$ cat src/rtl/mrx_sig_pkg.sv
// rtl/mrx_sig_pkg.sv - shared sizing helpers and types for the mrx_sig receive correlator
package mrx_sig_pkg;

  function automatic int clog2(input int v);
    int r;
    r = 0;
    while ((1 << r) < v) r++;
    return r;
  endfunction

  // Headroom for SAMPS_PER_SYMB full-scale conjugate products, so the sum never wraps.
  function automatic int acc_width(input int sw, input int cw, input int sps);
    return sw + cw + 1 + clog2(sps);
  endfunction

  localparam int PROD_W_DEF = 33;

  typedef struct packed {
    logic signed [PROD_W_DEF-1:0] re;
    logic signed [PROD_W_DEF-1:0] im;
  } cprod_t;

endpackage

$ cat src/rtl/mrx_sig_if.sv
// rtl/mrx_sig_if.sv - RX sample stream in, per-symbol correlation stream out
interface mrx_sig_if #(
  parameter int SAMPLE_WIDTH   = 16,
  parameter int SIN_COS_WIDTH  = 16,
  parameter int NSYMB_WIDTH    = 16,
  parameter int CNT_WIDTH      = 24,
  parameter int SAMPS_PER_SYMB = 64
);
  import mrx_sig_pkg::*;
  localparam int ACC_WIDTH = acc_width(SAMPLE_WIDTH, SIN_COS_WIDTH, SAMPS_PER_SYMB);

  logic signed [SAMPLE_WIDTH-1:0]  in_i;
  logic signed [SAMPLE_WIDTH-1:0]  in_q;
  logic signed [SIN_COS_WIDTH-1:0] lo_cos;
  logic signed [SIN_COS_WIDTH-1:0] lo_sin;
  logic                            in_tvalid;
  logic                            in_tlast;
  logic                            in_tready;
  logic signed [ACC_WIDTH-1:0]     out_i;
  logic signed [ACC_WIDTH-1:0]     out_q;
  logic                            out_tvalid;
  logic                            out_tlast;
  logic                            out_tready;
  logic                            out_partial;
  logic [NSYMB_WIDTH-1:0]          symbN;
  logic [CNT_WIDTH-1:0]            sigN;

  modport slave (
    input  in_i, in_q, lo_cos, lo_sin, in_tvalid, in_tlast, out_tready,
    output in_tready, out_i, out_q, out_tvalid, out_tlast, out_partial, symbN, sigN
  );

  modport master (
    output in_i, in_q, lo_cos, lo_sin, in_tvalid, in_tlast, out_tready,
    input  in_tready, out_i, out_q, out_tvalid, out_tlast, out_partial, symbN, sigN
  );
endinterface

$ cat src/rtl/mrx_sig_cmult.sv
// rtl/mrx_sig_cmult.sv - registered derotation (x * conj(lo)) of one accepted sample
module mrx_cmult #(
  parameter int SW = 16,
  parameter int CW = 16
) (
  input  logic                    clk,
  input  logic                    reset_n,
  input  logic                    srst,
  input  logic                    en,
  input  logic                    in_valid,
  input  logic                    in_last,
  input  logic signed [SW-1:0]    in_i,
  input  logic signed [SW-1:0]    in_q,
  input  logic signed [CW-1:0]    lo_cos,
  input  logic signed [CW-1:0]    lo_sin,
  output logic                    out_valid,
  output logic                    out_last,
  output logic signed [SW+CW:0]   out_i,
  output logic signed [SW+CW:0]   out_q
);
  localparam int PW = SW + CW + 1;

  logic                 valid_q, valid_d;
  logic                 last_q, last_d;
  logic signed [PW-1:0] pi_q, pi_d, pq_q, pq_d;
  logic signed [PW-1:0] i_x, q_x, c_x, s_x;

  always_comb begin
    i_x     = PW'(in_i);
    q_x     = PW'(in_q);
    c_x     = PW'(lo_cos);
    s_x     = PW'(lo_sin);
    valid_d = valid_q;
    last_d  = last_q;
    pi_d    = pi_q;
    pq_d    = pq_q;
    if (en) begin
      valid_d = in_valid;
      last_d  = in_valid & in_last;
      if (in_valid) begin
        pi_d = i_x * c_x + q_x * s_x;
        pq_d = q_x * c_x - i_x * s_x;
      end
    end
  end

  always_ff @(posedge clk or negedge reset_n) begin
    if (!reset_n) begin
      valid_q <= 1'b0;
      last_q  <= 1'b0;
      pi_q    <= '0;
      pq_q    <= '0;
    end else if (srst) begin
      valid_q <= 1'b0;
      last_q  <= 1'b0;
      pi_q    <= '0;
      pq_q    <= '0;
    end else begin
      valid_q <= valid_d;
      last_q  <= last_d;
      pi_q    <= pi_d;
      pq_q    <= pq_d;
    end
  end

  assign out_valid = valid_q;
  assign out_last  = last_q;
  assign out_i     = pi_q;
  assign out_q     = pq_q;
endmodule

$ cat src/rtl/mrx_sig.sv
// rtl/mrx_sig.sv - per-symbol integrate-and-dump of derotated RX samples with symbol/frame tagging
module mrx_sig
  import mrx_sig_pkg::*;
#(
  parameter int SAMPLE_WIDTH   = 16,
  parameter int SIN_COS_WIDTH  = 16,
  parameter int NSYMB_WIDTH    = 16,
  parameter int NSYMB          = 16,
  parameter int SAMPS_PER_SYMB = 64,
  parameter int CNT_WIDTH      = 24
) (
  input  logic     clk,
  input  logic     reset_n,
  input  logic     srst,
  mrx_sig_if.slave bus
);
  localparam int ACC_WIDTH = acc_width(SAMPLE_WIDTH, SIN_COS_WIDTH, SAMPS_PER_SYMB);
  localparam int SCW       = clog2(SAMPS_PER_SYMB);
  localparam int PW        = SAMPLE_WIDTH + SIN_COS_WIDTH + 1;

  logic                        en;
  logic                        s1_valid, s1_last;
  logic signed [PW-1:0]        p_i, p_q;
  logic signed [ACC_WIDTH-1:0] sum_i, sum_q;
  logic                        at_last_samp, close, frame_end;

  logic signed [ACC_WIDTH-1:0] acc_i_q, acc_i_d, acc_q_q, acc_q_d;
  logic signed [ACC_WIDTH-1:0] out_i_q, out_i_d, out_q_q, out_q_d;
  logic [SCW-1:0]              samp_cnt_q, samp_cnt_d;
  logic [NSYMB_WIDTH-1:0]      symb_cnt_q, symb_cnt_d, symbN_q, symbN_d;
  logic [CNT_WIDTH-1:0]        frame_cnt_q, frame_cnt_d, sigN_q, sigN_d;
  logic                        out_tvalid_q, out_tvalid_d;
  logic                        out_tlast_q, out_tlast_d;
  logic                        out_partial_q, out_partial_d;

  // A stalled output freezes the whole pipe, so no accepted beat is ever overwritten.
  assign en            = !out_tvalid_q | bus.out_tready;
  assign bus.in_tready = en & reset_n & ~srst;

  mrx_cmult #(.SW(SAMPLE_WIDTH), .CW(SIN_COS_WIDTH)) u_cmult (
    .clk      (clk),
    .reset_n  (reset_n),
    .srst     (srst),
    .en       (en),
    .in_valid (bus.in_tvalid & bus.in_tready),
    .in_last  (bus.in_tlast),
    .in_i     (bus.in_i),
    .in_q     (bus.in_q),
    .lo_cos   (bus.lo_cos),
    .lo_sin   (bus.lo_sin),
    .out_valid(s1_valid),
    .out_last (s1_last),
    .out_i    (p_i),
    .out_q    (p_q)
  );

  always_comb begin
    sum_i         = acc_i_q + ACC_WIDTH'(p_i);
    sum_q         = acc_q_q + ACC_WIDTH'(p_q);
    at_last_samp  = (samp_cnt_q == SCW'(SAMPS_PER_SYMB - 1));
    close         = s1_valid & (at_last_samp | s1_last);
    frame_end     = (symb_cnt_q == NSYMB_WIDTH'(NSYMB - 1)) | s1_last;
    acc_i_d       = acc_i_q;
    acc_q_d       = acc_q_q;
    samp_cnt_d    = samp_cnt_q;
    symb_cnt_d    = symb_cnt_q;
    frame_cnt_d   = frame_cnt_q;
    out_i_d       = out_i_q;
    out_q_d       = out_q_q;
    out_tvalid_d  = out_tvalid_q;
    out_tlast_d   = out_tlast_q;
    out_partial_d = out_partial_q;
    symbN_d       = symbN_q;
    sigN_d        = sigN_q;
    if (en) begin
      if (bus.out_tready) out_tvalid_d = 1'b0;
      if (close) begin
        out_i_d       = sum_i;
        out_q_d       = sum_q;
        out_tvalid_d  = 1'b1;
        out_tlast_d   = frame_end;
        out_partial_d = s1_last & ~at_last_samp;
        symbN_d       = symb_cnt_q;
        sigN_d        = frame_cnt_q;
        acc_i_d       = '0;
        acc_q_d       = '0;
        samp_cnt_d    = '0;
        if (frame_end) begin
          symb_cnt_d  = '0;
          frame_cnt_d = frame_cnt_q + CNT_WIDTH'(1);
        end else begin
          symb_cnt_d  = symb_cnt_q + NSYMB_WIDTH'(1);
        end
      end else if (s1_valid) begin
        acc_i_d    = sum_i;
        acc_q_d    = sum_q;
        samp_cnt_d = samp_cnt_q + SCW'(1);
      end
    end
  end

  always_ff @(posedge clk or negedge reset_n) begin
    if (!reset_n) begin
      acc_i_q <= '0; acc_q_q <= '0; samp_cnt_q <= '0; symb_cnt_q <= '0; frame_cnt_q <= '0;
      out_i_q <= '0; out_q_q <= '0; out_tvalid_q <= 1'b0; out_tlast_q <= 1'b0;
      out_partial_q <= 1'b0; symbN_q <= '0; sigN_q <= '0;
    end else if (srst) begin
      acc_i_q <= '0; acc_q_q <= '0; samp_cnt_q <= '0; symb_cnt_q <= '0; frame_cnt_q <= '0;
      out_i_q <= '0; out_q_q <= '0; out_tvalid_q <= 1'b0; out_tlast_q <= 1'b0;
      out_partial_q <= 1'b0; symbN_q <= '0; sigN_q <= '0;
    end else begin
      acc_i_q <= acc_i_d; acc_q_q <= acc_q_d; samp_cnt_q <= samp_cnt_d;
      symb_cnt_q <= symb_cnt_d; frame_cnt_q <= frame_cnt_d;
      out_i_q <= out_i_d; out_q_q <= out_q_d; out_tvalid_q <= out_tvalid_d;
      out_tlast_q <= out_tlast_d; out_partial_q <= out_partial_d;
      symbN_q <= symbN_d; sigN_q <= sigN_d;
    end
  end

  assign bus.out_i       = out_i_q;
  assign bus.out_q       = out_q_q;
  assign bus.out_tvalid  = out_tvalid_q;
  assign bus.out_tlast   = out_tlast_q;
  assign bus.out_partial = out_partial_q;
  assign bus.symbN       = symbN_q;
  assign bus.sigN        = sigN_q;
endmodule

$ cat src/flat_wrapper.sv
// flat-port wrapper written by rule: the top's interface ports become plain ports
module mrx_sig_flat import mrx_sig_pkg::*;
#(
  parameter int SAMPLE_WIDTH   = 16,
  parameter int SIN_COS_WIDTH  = 16,
  parameter int NSYMB_WIDTH    = 16,
  parameter int NSYMB          = 16,
  parameter int SAMPS_PER_SYMB = 64,
  parameter int CNT_WIDTH      = 24
)
  (clk, reset_n, srst, bus_in_i, bus_in_q, bus_lo_cos, bus_lo_sin, bus_in_tvalid, bus_in_tlast, bus_out_tready, bus_in_tready, bus_out_i, bus_out_q, bus_out_tvalid, bus_out_tlast, bus_out_partial, bus_symbN, bus_sigN);
  mrx_sig_if #(.SAMPLE_WIDTH(SAMPLE_WIDTH), .SIN_COS_WIDTH(SIN_COS_WIDTH), .NSYMB_WIDTH(NSYMB_WIDTH), .CNT_WIDTH(CNT_WIDTH), .SAMPS_PER_SYMB(SAMPS_PER_SYMB)) bus_i ();
  input  logic clk;
  input  logic reset_n;
  input  logic srst;
  input wire logic [$bits(bus_i.in_i)-1:0] bus_in_i;
  input wire logic [$bits(bus_i.in_q)-1:0] bus_in_q;
  input wire logic [$bits(bus_i.lo_cos)-1:0] bus_lo_cos;
  input wire logic [$bits(bus_i.lo_sin)-1:0] bus_lo_sin;
  input wire logic [$bits(bus_i.in_tvalid)-1:0] bus_in_tvalid;
  input wire logic [$bits(bus_i.in_tlast)-1:0] bus_in_tlast;
  input wire logic [$bits(bus_i.out_tready)-1:0] bus_out_tready;
  output wire logic [$bits(bus_i.in_tready)-1:0] bus_in_tready;
  output wire logic [$bits(bus_i.out_i)-1:0] bus_out_i;
  output wire logic [$bits(bus_i.out_q)-1:0] bus_out_q;
  output wire logic [$bits(bus_i.out_tvalid)-1:0] bus_out_tvalid;
  output wire logic [$bits(bus_i.out_tlast)-1:0] bus_out_tlast;
  output wire logic [$bits(bus_i.out_partial)-1:0] bus_out_partial;
  output wire logic [$bits(bus_i.symbN)-1:0] bus_symbN;
  output wire logic [$bits(bus_i.sigN)-1:0] bus_sigN;
  assign bus_i.in_i = bus_in_i;
  assign bus_i.in_q = bus_in_q;
  assign bus_i.lo_cos = bus_lo_cos;
  assign bus_i.lo_sin = bus_lo_sin;
  assign bus_i.in_tvalid = bus_in_tvalid;
  assign bus_i.in_tlast = bus_in_tlast;
  assign bus_i.out_tready = bus_out_tready;
  assign bus_in_tready = bus_i.in_tready;
  assign bus_out_i = bus_i.out_i;
  assign bus_out_q = bus_i.out_q;
  assign bus_out_tvalid = bus_i.out_tvalid;
  assign bus_out_tlast = bus_i.out_tlast;
  assign bus_out_partial = bus_i.out_partial;
  assign bus_symbN = bus_i.symbN;
  assign bus_sigN = bus_i.sigN;
  mrx_sig #(.SAMPLE_WIDTH(SAMPLE_WIDTH), .SIN_COS_WIDTH(SIN_COS_WIDTH), .NSYMB_WIDTH(NSYMB_WIDTH), .NSYMB(NSYMB), .SAMPS_PER_SYMB(SAMPS_PER_SYMB), .CNT_WIDTH(CNT_WIDTH)) u_core (.clk(clk), .reset_n(reset_n), .srst(srst), .bus(bus_i));
endmodule
$ cat config.mk
export PLATFORM = sky130hd
export DESIGN_NAME = mrx_sig_flat
export DESIGN_NICKNAME = d
export VERILOG_FILES = /design/src/rtl/mrx_sig_pkg.sv /design/src/rtl/mrx_sig_if.sv /design/src/rtl/mrx_sig_cmult.sv /design/src/rtl/mrx_sig.sv /design/src/flat_wrapper.sv
export SDC_FILE = /design/constraint.sdc
export NUM_CORES = 2
export LEC_CHECK = 0
export BUFFER_PORTS_ARGS = -buffer_cell sky130_fd_sc_hd__buf_2
export CAP_MARGIN = 20
export CORE_ASPECT_RATIO = 1.1
export CORE_UTILIZATION = 58
export CTS_CLUSTER_DIAMETER = 150
export CTS_CLUSTER_SIZE = 20
export DETAILED_ROUTE_END_ITERATION = 12
export PLACE_DENSITY = 0.75
export SLEW_MARGIN = 10
export SYNTH_ARGS = -nofsm -noshare
export SYNTH_HDL_FRONTEND = slang
export SYNTH_SLANG_ARGS = --single-unit
$ cat constraint.sdc
create_clock -name clk -period 6.97 [get_ports clk]
set_input_delay 0.697 -clock clk [delete_from_list [all_inputs] [get_ports clk]]
set_output_delay 0.697 -clock clk [all_outputs]
set_load 0.05 [all_outputs]
==> metrics.txt <==
gp weighted congestion=0.927; Root Buffer=clkbuf_16; Reg-to-Reg End=u_core.bus.out_q[36]; Synth Area in Simple Gates=0.149; GRT overflow=0; Detailed Place HPWL=122 mm; core footprint=95900 um^2; Die Wd=299 um; CP Data Required Time=7.39 ns; layout cells sized above 1=0.153; Routed Antenna Nets=0; Initial Util=0.587; CP startpoint kind=input port; Setup WS pre-CTS=-1.03 ns; Die ar.=98300 um^2; Mapped Cells=6043; dominant cell type by area after synthesis=fa_1; count leader, synth=inv_1; clock latency on the worst-skew pair=0.56 ns; Data arrival, critical path=7.49 ns; largest net degree at the start of global routing=93; Top Family by Delay on Critical Path=adder cells; xor and xnor fraction of the mapped netlist area=0.0302; Post-synth top flop=dfrtp_1; top cell type's share of synthesized area=0.418; setup ws final=-0.0914 ns; chip height=329 um; Total Nets Final=8154; Tcrit/Tclk final=1.01; clock skew after layout=0.0136 ns; Synth Cell Area=56300 um^2; Final setup viols=3; Hold Violations, Final=0; crit path kind=in -> reg; fin crit period=7.06 ns; largest family of logic cells by synthesized area=adder cells; sequential share of the synthesized area=0.139; # DRC=0; failing checks=setup timing; Max Clk Rate=142 MHz; Worst Setup End Kind=flip-flop; clk buf depth=3; total global-route track usage=0.307; worst min-delay path category=in -> async; Commonest cells post-synth=inv_1 (1306), fa_1 (1175), nand2_1 (816); initial DRC count=2866; I/O pin total=192; post-synthesis mux area share=0.000556; via count=42500; H-tree depth=1; Std-Cell Rows=119; Via-to-Cell Ratio=5.46; drt total wl=147 mm; CTS tree=yes; top area cells in the synthesized netlist=fa_1 (42%), dfrtp_1 (14%), inv_1 (8.7%), ha_1 (8.6%), nand2_1 (5.4%); Fill cells=7363; worst slew pin tran=1.09 ns; synth unique cells=78; CP bufs+invs=8; antenna violations before repair=7; crit path max fanout=7; Seq cells post-synth=313; Ys Warns=0; most used cell, CP=fa_1; global-route wire length before repair=237 mm; First-pass DRT Iterations=6; relative max-transition margin=0.269; Avg Cell Area, Syn=9.32 um^2; Post-synth ARST share=1.00; Port Buf Inserts=191; Post-synth EDFFs=0; Final Slew Violations=0; crit path launch=bus_in_q[15]; status=finished, violations left; worst r2r path cells=12; Clock Sinks=313; maxcap violations=0; number of global-route vias before repair=45300; Mapped Nets=7677; worst reg2reg setup slack=3.34 ns; max incr delay on CP=0.59 ns; DR WL/cell=18.9 um; reg2reg start=u_core.acc_q_q[0]; Hold-fix buffers, CTS=0; CP max stage cell=fa_2; Clock transition at path regs=0.08 ns; Layout area overhead=14.5%; Synth Area in Compound Gates=0.0705; cts bufs inserted=19; adder-cell share of the synthesized area=0.504; RSZ-0062 raised after global routing=yes
worst max-delay path by stage:
stage	cells after the start	end	slack, ns
after floorplan	25	u_core.u_cmult.out_i[31]	-0.26
after global routing	29	u_core.u_cmult.out_q[32]	-0.26
after CTS	28	u_core.u_cmult.out_q[30]	-0.04
after detailed placement	28	u_core.u_cmult.out_q[30]	-1.03
final	28	u_core.u_cmult.out_q[32]	-0.09
after global placement	28	u_core.u_cmult.out_q[30]	-0.95
repair_timing:
item                                    4_1_cts  5_1_grt
buffers inserted                             40       18
gates cloned                                  1        4
endpoints found under the hold margin         0        0
endpoints found under the setup margin       21       25
pin swaps                                    63      138
resized for setup                           156      185
logic make-up after synthesis:
group / after synthesis
XOR/XNOR: 194
adder cells (fa/ha/maj): 1564
AND/OR/NAND/NOR: 1752
flip-flops: 313
buffers and inverters: 1591
AO/OA/AOI/OAI: 626
multiplexers: 3
per-layer routing:
| metal | vias up | global-route usage | share of wire |
|---|---|---|---|
| met5 | - | 0 | 0.00039 |
| met4 | 8 | 0.136 | 0.054 |
| met3 | 342 | 0.0382 | 0.068 |
| met2 | 1464 | 0.518 | 0.49 |
| met1 | 21600 | 0.399 | 0.39 |
| li1 | 19100 | - | - |
registers in the layout, summed over array words and instances, names as in the netlist:
register,flops
u_core.acc_i_q,39
u_core.acc_q_q,39
u_core.bus.out_i,39
u_core.bus.out_q,39
u_core.u_cmult.out_i,33
u_core.u_cmult.out_q,33
u_core.bus.sigN,24
u_core.frame_cnt_q,24
u_core.bus.symbN,16
u_core.symb_cnt_q,16
u_core.samp_cnt_q,6
u_core.bus.out_partial,1
u_core.bus.out_tlast,1
u_core.bus.out_tvalid,1
u_core.u_cmult.out_last,1
u_core.u_cmult.out_valid,1
stage by stage:
stage | hold WS [ns] | std cells | utilization | setup TNS (ns) | cell area, um^2
final | 0.0590 | 7794 | 0.672 | -0.161 | 64400
after detailed placement | 0.483 | 7714 | 0.650 | -21.26 | 62300
after floorplan | 0.401 | 6043 | - | -0.761 | 56700
after global routing | 0.0705 | 7792 | 0.672 | -2.07 | 64400
after CTS | 0.0527 | 7777 | 0.664 | -0.101 | 63700
after global placement | 0.467 | 7714 | 0.650 | -17.49 | 62300
final cells by class:
class | instances | area (um^2) | area share
flip-flops and latches | 313 | 7830 | 0.122
repair buffers | 738 | 6220 | 0.0965
multi-input cells | 4139 | 43400 | 0.673
well taps | 1270 | 1590 | 0.0247
inverters | 1309 | 4930 | 0.0765
diodes | 3 | 7.51 | 0.000116
clock inverters | 2 | 17.5 | 0.000272
clock buffers | 20 | 479 | 0.00744
layout by cell type, fill, tap and decap left out, types with 20 or more instances in the layout:
cell type,instances
buf_6,48
a21oi_2,23
xor2_1,82
ha_4,20
o21a_1,20
dfrtp_1,313
nor3_1,25
a21o_1,62
and2_1,465
and2_4,20
inv_2,39
a21oi_1,206
ha_1,366
nand4_1,22
inv_1,1262
fa_1,1137
clkbuf_16,23
nand2_1,799
o21ai_0,108
fa_2,38
nand3_1,113
buf_4,478
buf_2,141
nor2_1,157
xnor2_1,106
nand2b_1,33
a22o_1,58
buf_12,49
Power is left out: the tool's default activity adds up to more than one toggle a clock period on the data nets, which glitch-free logic cannot reach.
